[src/rtl/axi_lite_rd_master.sv]
// Single-outstanding AXI-lite read master that turns IFU fetch requests into AR/R transactions.
// Define AXI_RD_TIMEOUT_EN to add a response watchdog and a DRAIN state for late read data.
module axi_lite_rd_master #(
    parameter int unsigned BUS_WIDTH      = 32,
    parameter int unsigned DATA_WIDTH     = 32,
    parameter logic [2:0]  AR_PROT        = 3'b100,
    parameter int unsigned TIMEOUT_CYCLES = 255,
    parameter int unsigned CNT_WIDTH      = 8
) (
    input  logic                  clk,
    input  logic                  reset,
    input  logic                  req_valid,
    output logic                  req_ready,
    input  logic [BUS_WIDTH-1:0]  req_addr,
    input  logic                  flush,
    output logic                  resp_valid,
    output logic [DATA_WIDTH-1:0] resp_data,
    output logic                  resp_err,
    output logic                  ar_valid,
    input  logic                  ar_ready,
    output logic [BUS_WIDTH-1:0]  ar_addr,
    output logic [2:0]            ar_prot,
    input  logic                  rd_valid,
    output logic                  rd_ready,
    input  logic [DATA_WIDTH-1:0] rd_data,
    input  logic [1:0]            rd_resp
);

    localparam int unsigned ALIGN_BITS = $clog2(DATA_WIDTH / 8);

    typedef enum logic [1:0] {
        StIdle,
        StAddr,
        StData
`ifdef AXI_RD_TIMEOUT_EN
        , StDrain
`endif
    } state_e;

    state_e                state_q, state_d;
    logic                  ar_valid_q, ar_valid_d;
    logic [BUS_WIDTH-1:0]  ar_addr_q, ar_addr_d;
    logic                  rd_ready_q, rd_ready_d;
    logic                  resp_valid_q, resp_valid_d;
    logic [DATA_WIDTH-1:0] resp_data_q, resp_data_d;
    logic                  resp_err_q, resp_err_d;
    logic                  discard_q, discard_d;
    logic                  misaligned;
    logic                  drop_now;

`ifdef AXI_RD_TIMEOUT_EN
    logic [CNT_WIDTH-1:0]  cnt_q, cnt_d;
`endif

    // Flags a watchdog limit that does not fit its counter; keeps both knobs referenced.
    logic unused_cfg;
    assign unused_cfg = (TIMEOUT_CYCLES >= (64'd1 << CNT_WIDTH));

    assign req_ready  = (state_q == StIdle) && !flush;
    assign misaligned = |req_addr[ALIGN_BITS-1:0];
    // A flush arriving together with the data beat still cancels the response.
    assign drop_now   = discard_q || flush;

    always_comb begin
        state_d      = state_q;
        ar_valid_d   = ar_valid_q;
        ar_addr_d    = ar_addr_q;
        rd_ready_d   = rd_ready_q;
        resp_valid_d = 1'b0;
        resp_data_d  = resp_data_q;
        resp_err_d   = resp_err_q;
        discard_d    = discard_q;
`ifdef AXI_RD_TIMEOUT_EN
        cnt_d        = cnt_q;
`endif
        unique case (state_q)
            StIdle: begin
                discard_d = 1'b0;
                if (req_valid && req_ready) begin
                    if (misaligned) begin
                        resp_valid_d = 1'b1;
                        resp_err_d   = 1'b1;
                        resp_data_d  = '0;
                    end else begin
                        ar_addr_d  = req_addr;
                        ar_valid_d = 1'b1;
                        state_d    = StAddr;
                    end
                end
            end
            StAddr: begin
                if (flush) discard_d = 1'b1;
                if (ar_ready) begin
                    ar_valid_d = 1'b0;
                    rd_ready_d = 1'b1;
                    state_d    = StData;
`ifdef AXI_RD_TIMEOUT_EN
                    cnt_d      = '0;
`endif
                end
            end
            StData: begin
                if (flush) discard_d = 1'b1;
                if (rd_valid) begin
                    rd_ready_d = 1'b0;
                    state_d    = StIdle;
                    discard_d  = 1'b0;
                    if (!drop_now) begin
                        resp_valid_d = 1'b1;
                        resp_data_d  = rd_data;
                        resp_err_d   = (rd_resp != 2'b00);
                    end
                end
`ifdef AXI_RD_TIMEOUT_EN
                else begin
                    cnt_d = cnt_q + CNT_WIDTH'(1);
                    if (cnt_d == CNT_WIDTH'(TIMEOUT_CYCLES)) begin
                        state_d = StDrain;
                        if (!drop_now) begin
                            resp_valid_d = 1'b1;
                            resp_err_d   = 1'b1;
                            resp_data_d  = '0;
                        end
                    end
                end
`endif
            end
`ifdef AXI_RD_TIMEOUT_EN
            StDrain: begin
                if (rd_valid) begin
                    rd_ready_d = 1'b0;
                    state_d    = StIdle;
                    discard_d  = 1'b0;
                end
            end
`endif
            default: state_d = StIdle;
        endcase
    end

    always_ff @(posedge clk or negedge reset) begin
        if (!reset) begin
            state_q      <= StIdle;
            ar_valid_q   <= 1'b0;
            ar_addr_q    <= '0;
            rd_ready_q   <= 1'b0;
            resp_valid_q <= 1'b0;
            resp_data_q  <= '0;
            resp_err_q   <= 1'b0;
            discard_q    <= 1'b0;
`ifdef AXI_RD_TIMEOUT_EN
            cnt_q        <= '0;
`endif
        end else begin
            state_q      <= state_d;
            ar_valid_q   <= ar_valid_d;
            ar_addr_q    <= ar_addr_d;
            rd_ready_q   <= rd_ready_d;
            resp_valid_q <= resp_valid_d;
            resp_data_q  <= resp_data_d;
            resp_err_q   <= resp_err_d;
            discard_q    <= discard_d;
`ifdef AXI_RD_TIMEOUT_EN
            cnt_q        <= cnt_d;
`endif
        end
    end

    assign ar_valid   = ar_valid_q;
    assign ar_addr    = ar_addr_q;
    assign ar_prot    = AR_PROT;
    assign rd_ready   = rd_ready_q;
    assign resp_valid = resp_valid_q;
    assign resp_data  = resp_data_q;
    assign resp_err   = resp_err_q;

endmodule

[config.mk]
export PLATFORM = sky130hd
export DESIGN_NAME = axi_lite_rd_master
export DESIGN_NICKNAME = d
export VERILOG_FILES = /design/src/rtl/axi_lite_rd_master.sv
export SDC_FILE = /design/constraint.sdc
export NUM_CORES = 1
export LEC_CHECK = 0
export ABC_AREA = 1
export ABC_CLOCK_PERIOD_IN_PS = 2150
export CAP_MARGIN = 20
export CORE_MARGIN = 3
export CORE_UTILIZATION = 42
export DETAILED_ROUTE_END_ITERATION = 8
export PLACE_DENSITY = 0.8
export SLEW_MARGIN = 30
export SYNTH_ARGS = -nofsm -noshare
export SYNTH_HDL_FRONTEND = slang
export SYNTH_SLANG_ARGS = --single-unit
[constraint.sdc]
create_clock -name clk -period 2.15 [get_ports clk]
set_clock_uncertainty 0.1 [all_clocks]
set_input_delay 0.43 -clock clk [delete_from_list [all_inputs] [get_ports clk]]
set_output_delay 0.43 -clock clk [all_outputs]
set_load 0.02 [all_outputs]
==> Word-level counts from Yosys, hierarchy flattened <==
Index checks and enable logic that the tools add are counted.
{ "word_totals": {"register_bits": 71, "inputBits": 72, "out_inout_bits": 72, "elab_cells": 63} }
{ "op_classes": {"mux": 30, "reduce_logical": 16, "n_eq_ne": 8, "n_bitwise": 1} }
{ "op_table": {"columns": ["operator", "count"], "rows": [
  ["32-bit two-way mux", 4],
  ["32-bit one-hot mux with 2 select lines", 1],
  ["1-bit two-way mux", 15],
  ["2-bit != test (second input constant)", 5],
  ["2-bit two-way mux", 4],
  ["1-bit one-hot mux with 2 select lines", 4],
  ["4-bit AND reduction", 2],
  ["2-bit nonzero test", 4],
  ["2-bit one-hot mux with 3 select lines", 1],
  ["3-bit AND reduction", 2],
  ["5-bit AND reduction", 1],
  ["1-bit one-hot mux with 3 select lines", 1],
  ["3-bit nonzero test", 1],
  ["2-bit by 1-bit == test with 1-bit output (second input constant)", 1],
  ["2-bit == test (second input constant)", 1],
  ["1-bit logical AND", 2],
  ["2-bit zero test", 1],
  ["2-bit by 1-bit != test with 1-bit output (second input constant)", 1],
  ["2-bit OR reduction", 1],
  ["1-bit zero test", 1],
  ["1-bit logical OR", 1],
  ["1-bit NOT", 1]
]} }

==> Logic depth before layout (Yosys ltp) <==
Gate-level depths: netlist of the first run.
{ "logic_depth": {"word_depth": 5, "depth_mapped": 11, "mapped_depth_nobuf": 9} }

==> Least setup slack after synthesis of the first run <==
Ideal clock, no wire load.
{ "synth_timing": {"path_type": "register to register", "start": "reg state_q[0]", "end": "reg ar_addr_q[10] (netlist: ar_addr[10])", "t_arrival_ns": 1.362, "path_stages_with_launch": 10, "setup_slack_ns": 0.571, "setup_time_ns": 0.116, "period_less_slack_ns": 1.579, "n_path_buf": 2, "required_time_ns": 1.934, "cell_sequence": "dfrtp_1 inv_1 ha_1 buf_4 inv_2 nor2_4 nand3_2 buf_2 nand2_1 nand2_1"} }
{ "synth_between": {"elab_chain_len": 4} }
{ "synth_lines": {"columns": ["item", "line_no", "rtl"], "rows": [
  ["from (decl)", "40", "state_e state_q, state_d;"],
  ["from (signal assigned)", "143", "state_q <= StIdle;"],
  ["from (signal assigned)", "155", "state_q <= state_d;"],
  ["2-bit zero test", "59", "assign req_ready = (state_q == StIdle) && !flush;"],
  ["1-bit logical AND", "59", null],
  ["via req_ready", "13", "output logic req_ready,"],
  ["1-bit logical AND", "79", "if (req_valid && req_ready) begin"],
  ["3-bit AND reduction (no line)", null, null],
  ["to (signal assigned)", "157", "ar_addr_q <= ar_addr_d;"],
  ["to (decl)", "42", "logic [BUS_WIDTH-1:0] ar_addr_q, ar_addr_d;"]
]} }
The timed path passes the listed nets, and every way through them passes these cells.
A chain may end at the register's enable or synchronous reset.

==> Worst setup path after layout of the first run <==
{ "layout_timing": {"start": "reg state_q[0]", "end": "out req_ready"} }
{ "layout_between": {"elab_chain_len": 2} }
{ "layout_lines": {"columns": ["item", "line_no"], "rows": [
  ["2-bit zero test", "59"],
  ["1-bit logical AND", "59"],
  ["to (decl)", "13"]
]} }
No other way between the ends.

==> impl_metrics.csv, run 1 <==
group,metric,value,unit
timing,slew_headroom,52.7,%
grt,grt-ovfl-total,0,
timing,period_share,89.1,%
critical_path,path_delay_family,"flip-flops",
routing,routedWlPerCell,12.6,um
grt,grt_max_degree,72,
place,gp_congestion,0.810,
critical_path,cpMaxStageDelayCell,"dfrtp_1",
routing,vias_per_cell,4.55,
clock_tree,cts_root_buffer,"clkbuf_8",
timing,fmax,0.522,GHz
clock_tree,tritoncts,"done",
final_layout,multi_input_area,1200,um^2
pwr,total_power,7560,uW
routing,via_count,3007,
synth,synth_cell_type_count,21,
critical_path,worstPathCellList,"inv_1 -> ha_1 -> inv_2 -> nor2_4 -> clkbuf_2",
synth,seq_area_frac_synth,53.3,%
die,die_w,95.1,um
clock_tree,worstSkewPairLatency,0.33,ns
timing,report.final.slew_viol_count,0,
routing,drtIter0Drc,111,
pwr,power.internal,4460,uW
critical_path,cp-end-kind,"output port",
critical_path,arrival,1.39,ns
final_layout,antenna_cells,0,
synth,syn_inst,415,
clock_tree,clock_path_buffers,2,
outcome,status,"finished, violations left",
routing,ant_nets,0,
final_layout,stdcell_area,5060,um^2
timing,whs,-0.00968,ns
pwr,p_clk_share,15.4,%
timing,min_period,1.92,ns
final_layout,seq_area,1780,um^2
run,drv_cap,0,
grt,antenna_found_initial,0,
clock_tree,cts_max_level,3,
clock_tree,clock-sinks,71,
grt,grt_pass1_vias,2831,
die,die_y,95.1,um
final_layout,fin_nets,634,
place,portBuffers,140,
die,ioPinCount,144,
synth,ys_warn_count,0,
die,dieArea,9040,um^2
critical_path,worst_setup_path_start_kind,"flop",
critical_path,crit_fanout,4,
grt,grt_first_pass_wirelength,13200,um
final_layout,area_delta_synth_final,51.9,%
final_layout,drive_above_1_share,8.90,%
critical_path,critPathKind,"reg -> out",
timing,tightest_slew,0.708,ns
pwr,switchingPower,3100,uW
clock_tree,cts_made_buffers,9,
timing,setup_viol,0,
place,hpwl,6220,um
pwr,ir_worst_vdd,0.739,mV
routing,routed_wl,8330,um
die,row_count,31,
synth,synth_seq_cells,71,
pwr,p_leak,0.00274,uW
routing,firstDrtPassIters,4,
final_layout,fillCellCount,607,
clock_tree,postCtsHoldBufs,0,
synth,avgSynthCellArea,8.03,um^2
synth,syn_area,3330,um^2
pwr,p_comb_share,53.2,%
critical_path,crit_required,1.62,ns
pwr,p_per_area,1490,nW/um^2
pwr,sw_frac_of_total,41.0,%
grt,gr-usage-all-layers,18.5,%
clock_tree,clkTransAtPathRegs,0.08,ns
timing,rsz0062_at_grt,"false",
critical_path,crit_buf_inv,3,
outcome,failed_checks,"hold timing",
min_path,hold_path_class,"in -> async",
die,start_util,44.5,%
pwr,power_frac_seq,31.3,%
die,design.core.area,7490,um^2
routing,route.detailed.drc,0,
place,placed_area,4850,um^2
timing,hold_viol_final,8,
critical_path,cpPeakStageDelay,0.43,ns
area by class of cell:
type	count	share of cell area [%]
Timing Repair Buffer	153	30.7
Tap cell	99	2.45
Clock buffer	10	2.52
Multi-Input combinational cell	273	23.8
Sequential cell	71	35.1
Inverter	49	3.63
Clock inverter	6	1.85
worst register-to-register path, stage by stage (launching register included):
cell and delay (ns):
dfrtp_1 0.41, inv_1 0.10, ha_1 0.23, inv_2 0.10
nor2_1 0.08, nor2_4 0.57, nand3_1 0.15, nand2_1 0.10
logic make-up after synthesis:
kind of cell	count (synthesis)	synth area share, %
AOI/OAI and AO/OA	6	0.976
adders and majority gates	5	1.88
buffers and inverters	72	10.7
DFF	71	53.3
other	2	0.225
and+or+nand+nor	259	32.9
repair_timing:
action / 4_1_cts / 5_1_grt
setup buffers: 0 / 0
pin swaps: 0 / 0
gates resized for setup: 1 / 2
setup endpoints to repair: 1 / 1
cell usage after synthesis:
library cell / number / share of area (%)
a21oi_1: 2 / 0.30
buf_2: 9 / 1.4
buf_4: 8 / 1.8
buf_6: 6 / 2.0
conb_1: 2 / 0.23
dfrtp_1: 71 / 53
ha_1: 5 / 1.9
inv_1: 46 / 5.2
inv_2: 3 / 0.34
nand2_1: 197 / 22
nand2_2: 12 / 2.3
nand2_4: 1 / 0.34
nand3_1: 36 / 5.4
nand3_2: 1 / 0.30
nand3_4: 1 / 0.53
nand3b_1: 1 / 0.23
nand4_1: 2 / 0.38
nor2_1: 6 / 0.68
nor2_4: 2 / 0.68
o21a_1: 1 / 0.23
o21ai_0: 3 / 0.45
routing by layer:
layer	wire length, um	vias to the layer above	global-route usage, %
li1	-	1518	-
met1	3450	1373	22.8
met2	4150	106	32.5
met3	660	10	4.66
met4	70	0	4.45
met5	0	-	0
flip-flops by register name (all words and copies together), names as in the netlist:
signal,count
rd_ready,1
discard_q,1
resp_data,32
ar_valid,1
resp_err,1
ar_addr,32
resp_valid,1
state_q,2
cell usage in the layout (no fill, tap or decap), drive strengths merged:
cell and count:
nand2 210, o21ai 3, nand3b 1, inv 50, clkdlybuf4s50 138, bufinv 2, a21oi 2, nor2 8
conb 3, dfrtp 71, ha 5, buf 14, clkbuf 11, clkinv 2, nand4 2, nand3 38
clkinvlp 1, o21a 1
through the flow:
step / setup TNS (ns) / worst slack (ns) / cells / hold slack [ns] / util, %
floorplan: 0 / 0.571 / 416 / 0.0344 / -
global placement: -0.0884 / -0.0170 / 645 / 0.353 / 64.8
detailed placement: -1.70 / -0.0629 / 645 / 0.358 / 64.8
CTS: 0 / 0.0445 / 661 / 0.00820 / 67.7
global route: 0 / 0.0129 / 661 / 0.0133 / 67.7
finish: 0 / 0.234 / 661 / -0.00968 / 67.7
path summary, 6_finish.rpt:
check                      slack (ns)  cells past startpoint             to           from
hold reg to reg                  0.38                      2  resp_data[10]  resp_data[10]
hold / removal                  -0.01                      2    ar_addr[11]          reset
min in group clk                 0.38                      2  resp_data[10]  resp_data[10]
setup reg to reg                 0.24                      7  resp_data[27]     state_q[0]
setup / recovery                 0.23                      5      req_ready     state_q[0]
max in group asynchronous        1.65                      2    ar_addr[19]          reset
power groups by stage:
stage               sequential, uW  clock, uW  combinational (uW)
floorplan                     3140          0                1410
global placement              2360          0                3990
detailed placement            2390          0                4070
CTS                           2370       1200                4070
global route                  2450       1270                4370
finish                        2370       1170                4020
Power figures use the tool's default switching activity.
==> run 2, diff against run 1 <==
- CELL_PAD_IN_SITES_DETAIL_PLACEMENT: default -> 0
- CELL_PAD_IN_SITES_GLOBAL_PLACEMENT: default -> 1
- CORE_UTILIZATION: 42 -> 30
- PLACE_DENSITY: 0.8 -> default
- PLACE_DENSITY_LB_ADDON: default -> 0.1
==> impl_metrics.csv, run 2 (synthesis gave the netlist of run 1 again) <==
group,metric,value,unit
critical_path,cp-end-kind,"output port",
timing,rsz0062_at_grt,"false",
timing,setup_viol,0,
critical_path,cpMaxStageDelayCell,"dfrtp_1",
final_layout,fin_nets,639,
clock_tree,clkTransAtPathRegs,0.08,ns
grt,grt_first_pass_wirelength,15200,um
pwr,sw_frac_of_total,41.2,%
grt,grt_max_degree,34,
critical_path,worstPathCellList,"inv_1 -> ha_1 -> inv_2 -> nor2_4 -> clkbuf_2",
critical_path,crit_fanout,4,
pwr,p_leak,0.00276,uW
grt,gr-usage-all-layers,15.2,%
routing,routed_wl,9480,um
die,design.core.area,10600,um^2
outcome,status,"finished, final reports clean",
critical_path,worst_setup_path_start_kind,"flop",
die,die_w,111,um
pwr,switchingPower,3140,uW
timing,tightest_slew,0.571,ns
grt,antenna_found_initial,0,
timing,period_share,90.5,%
die,ioPinCount,144,
timing,hold_viol_final,0,
critical_path,crit_required,1.62,ns
routing,drtIter0Drc,126,
final_layout,final_cell_mix,"197 x nand2_1, 138 x clkdlybuf4s50_1, 71 x dfrtp_1",
clock_tree,clock_path_buffers,2,
routing,route.detailed.drc,0,
clock_tree,clock-sinks,71,
critical_path,critPathKind,"reg -> out",
min_path,hold_path_class,"reg -> reg",
pwr,p_comb_share,53.4,%
place,gp_congestion,0.761,
clock_tree,cts_setup_buffers,0,
final_layout,layout_commonest_cell,"nand2_1",
grt,grt_pass1_vias,3003,
pwr,p_per_area,1480,nW/um^2
place,hpwl,6710,um
die,start_util,31.6,%
routing,routedWlPerCell,13.5,um
pwr,power_frac_seq,30.9,%
routing,ant_nets,0,
final_layout,multi_input_area,1220,um^2
critical_path,reg2reg_setup_slack,0.24,ns
clock_tree,cts_made_buffers,9,
clock_tree,cts_root_buffer,"clkbuf_8",
routing,via_count,3009,
final_layout,antenna_cells,0,
run,drv_cap,0,
grt,grt-ovfl-total,0,
pwr,ir_worst_vdd,0.585,mV
critical_path,crit_buf_inv,3,
timing,min_period,1.95,ns
routing,vias_per_cell,4.28,
clock_tree,cts_max_level,3,
timing,fmax,0.514,GHz
final_layout,fillCellCount,1083,
clock_tree,tritoncts,"done",
critical_path,cpPeakStageDelay,0.43,ns
place,portBuffers,140,
timing,report.final.slew_viol_count,0,
final_layout,final_util,48.7,%
final_layout,drive_above_1_share,9.52,%
critical_path,arrival,1.42,ns
clock_tree,worstSkewPairLatency,0.33,ns
timing,slew_headroom,61.9,%
pwr,power.internal,4480,uW
pwr,total_power,7620,uW
die,die_y,111,um
final_layout,seq_area,1780,um^2
die,dieArea,12400,um^2
die,row_count,37,
routing,firstDrtPassIters,4,
pwr,p_clk_share,15.8,%
final_layout,area_delta_synth_final,54.3,%
critical_path,path_delay_family,"flip-flops",
## run 2: final cells by class
cell class / count / share of cell area, %
Timing Repair Buffer: 157 / 30.6
Sequential cell: 71 / 34.5
Tap cell: 136 / 3.31
Multi-Input combinational cell: 274 / 23.6
Clock buffer: 11 / 2.75
Inverter: 49 / 3.58
Clock inverter: 5 / 1.58
## run 2: worst paths after layout
path,startpoint,end,depth (start not counted)
worst max-delay path,state_q[0],req_ready,5
worst min-delay path,resp_data[6],resp_data[6],2
worst max register to register,state_q[0],resp_data[4],7
worst min register to register,resp_data[6],resp_data[6],2
max in group asynchronous,reset,state_q[0],3
min in group asynchronous,reset,resp_data[20],2
## run 2: worst min-delay path, delay by kind of cell (launching register included)
family | cells | cell delay [ns]
DFF | 1 | 0.35
and+or+nand+nor | 2 | 0.10
## run 2: power groups by stage
stage	sequential, uW	clock (uW)	combinational [uW]
floorplan	3140	0	1410
global placement	2360	0	4090
detailed placement	2380	0	4120
CTS	2360	1250	4120
global route	2450	1310	4430
finish	2350	1200	4070
## run 2: per-stage QoR
step                std cells  hold slack, ns  worst slack [ns]  setup TNS (ns)  cell area, um^2
CTS                       702           0.382            0.0178               0             5140
global placement          685           0.262           -0.0362          -0.445             4900
detailed placement        685           0.264           -0.0637           -1.12             4900
global route              703           0.398            0.0538               0             5140
finish                    703           0.378             0.203               0             5140
floorplan                 416          0.0344             0.571               0             3340
## run 2: timing repair
item	CTS	global route
hold endpoints to repair	23	0
endpoints found under the setup margin	1	23
cloned	0	1
gates resized for setup	1	3
pin swaps	0	1
hold buffers	1	0
## run 2: layer usage
| layer | wire length [um] | global-route usage (%) |
|---|---|---|
| met1 | 4250 | 19.8 |
| met2 | 4600 | 24.9 |
| met3 | 529 | 4.24 |
| met4 | 107 | 4.14 |
| met5 | 0 | 0 |
==> run 3, diff against run 2 <==
- ABC_CLOCK_PERIOD_IN_PS: 2150 -> 1760
- CORE_UTILIZATION: 30 -> 27
- RECOVER_POWER: default -> 100
- clock period: 2.15 -> 1.76 ns (I/O delays scaled with it)
==> impl_metrics.csv, run 3 (synthesis gave the netlist of run 1 again) <==
group,metric,value,unit
critical_path,path_delay_family,"buffers and inverters",
timing,min_period,1.72,ns
routing,ant_nets,0,
final_layout,fin_nets,648,
timing,period_share,97.5,%
grt,antenna_found_initial,0,
clock_tree,cts_max_level,3,
final_layout,antenna_cells,0,
final_layout,area_delta_synth_final,52.7,%
final_layout,drive_above_1_share,9.76,%
critical_path,crit_required,1.31,ns
final_layout,stdcell_area,5090,um^2
critical_path,cpMaxStageDelayCell,"clkdlybuf4s50_1",
routing,firstDrtPassIters,4,
pwr,p_leak,0.00286,uW
grt,gr-usage-all-layers,14.4,%
clock_tree,clock_path_buffers,2,
routing,routedWlPerCell,13.3,um
critical_path,critPathKind,"reg -> out",
pwr,switchingPower,3920,uW
clock_tree,tritoncts,"done",
pwr,sw_frac_of_total,42.8,%
die,start_util,28.4,%
clock_tree,cts_root_buffer,"clkbuf_16",
clock_tree,worstSkewPairLatency,0.32,ns
clock_tree,clock-sinks,71,
timing,fin_setup_tns,0,ns
pwr,p_comb_share,49.6,%
place,placed_area,4980,um^2
pwr,power_frac_seq,31.1,%
critical_path,cpPeakStageDelay,0.60,ns
outcome,status,"finished, final reports clean",
place,hpwl,6830,um
timing,whs,0.362,ns
die,row_count,39,
timing,report.final.slew_viol_count,0,
critical_path,crit_buf_inv,1,
pwr,p_clk_share,19.3,%
critical_path,worst_setup_path_start_kind,"flop",
routing,drtIter0Drc,112,
grt,grt_first_pass_wirelength,15000,um
final_layout,final_cell_mix,"205 x nand2_1, 76 x clkdlybuf4s50_1, 71 x dfrtp_1",
pwr,power.internal,5250,uW
routing,routed_wl,9820,um
timing,hold_viol_final,0,
clock_tree,cts_made_buffers,9,
run,drv_cap,0,
routing,route.detailed.drc,0,
timing,slew_headroom,46.4,%
timing,setup_ws,0.0436,ns
die,dieArea,13700,um^2
critical_path,arrival,1.26,ns
pwr,ir_worst_vdd,0.661,mV
clock_tree,clkTransAtPathRegs,0.05,ns
place,gp_congestion,0.761,
die,die_w,117,um
die,design.core.area,11800,um^2
pwr,p_per_area,1800,nW/um^2
place,portBuffers,140,
die,ioPinCount,144,
die,die_y,117,um
critical_path,cp-end-kind,"output port",
timing,tightest_slew,0.804,ns
routing,via_count,3018,
grt,grt-ovfl-total,0,
critical_path,worstPathCellList,"clkdlybuf4s50_1",
min_path,hold_path_class,"reg -> reg",
grt,grt_pass1_vias,2974,
place,place_ws,-0.401,ns
critical_path,crit_fanout,2,
grt,grt_max_degree,35,
routing,vias_per_cell,4.09,
final_layout,layout_commonest_cell,"nand2_1",
timing,fmax,0.583,GHz
timing,setup_viol,0,
timing,rsz0062_at_grt,"false",
[run 3: worst paths after layout]
kind,from,end,slack (ns),cells past startpoint
worst max-delay path,ar_addr[3],ar_addr[3],0.04,1
worst min-delay path,resp_data[10],resp_data[10],0.36,2
worst max register to register,state_q[0],resp_data[9],0.11,11
worst min register to register,resp_data[10],resp_data[10],0.36,2
max in group asynchronous,reset,ar_addr[20],0.20,3
min in group asynchronous,reset,resp_data[25],0.55,2
[run 3: routing by layer]
metal	share of wire (%)	track usage (%)	up-vias
li1	-	-	1545
met1	46	19.0	1377
met2	47	23.5	85
met3	5.0	2.31	11
met4	1.6	5.96	0
met5	0	0	-
[run 3: power groups by stage]
stage               Sequential, uW  Clock, uW  Combinational (uW)
global placement              2890          0                5120
finish                        2850       1770                4550
detailed placement            2910          0                5150
floorplan                     3840          0                1720
global route                  2960       1890                5030
CTS                           2880       1820                5010
[run 3: per-stage QoR]
stage,instances,power (uW),util [%]
floorplan,416,5560,-
global placement,719,8010,42.4
detailed placement,719,8060,42.4
CTS,735,9710,44.7
global route,738,9890,43.3
finish,738,9160,43.3
[run 3: cell type report]
class                   count  area, um^2
clock inverters             1        30.0
clock buffers              13         250
fillers                  1266        6670
repair buffers            166        1410
flip-flops and latches     71        1780
well taps                 164         205
multi-input cells         274        1240
inverters                  49         184
[run 3: timing repair]
item | 4_1_cts | 5_1_grt
hold endpoints to repair | 29 | 0
hold buffers | 1 | 0
endpoints found under the setup margin | 63 | 71
setup buffers | 0 | 3
gates cloned | 1 | 0
pin swaps | 1 | 3
resized for setup | 39 | 40
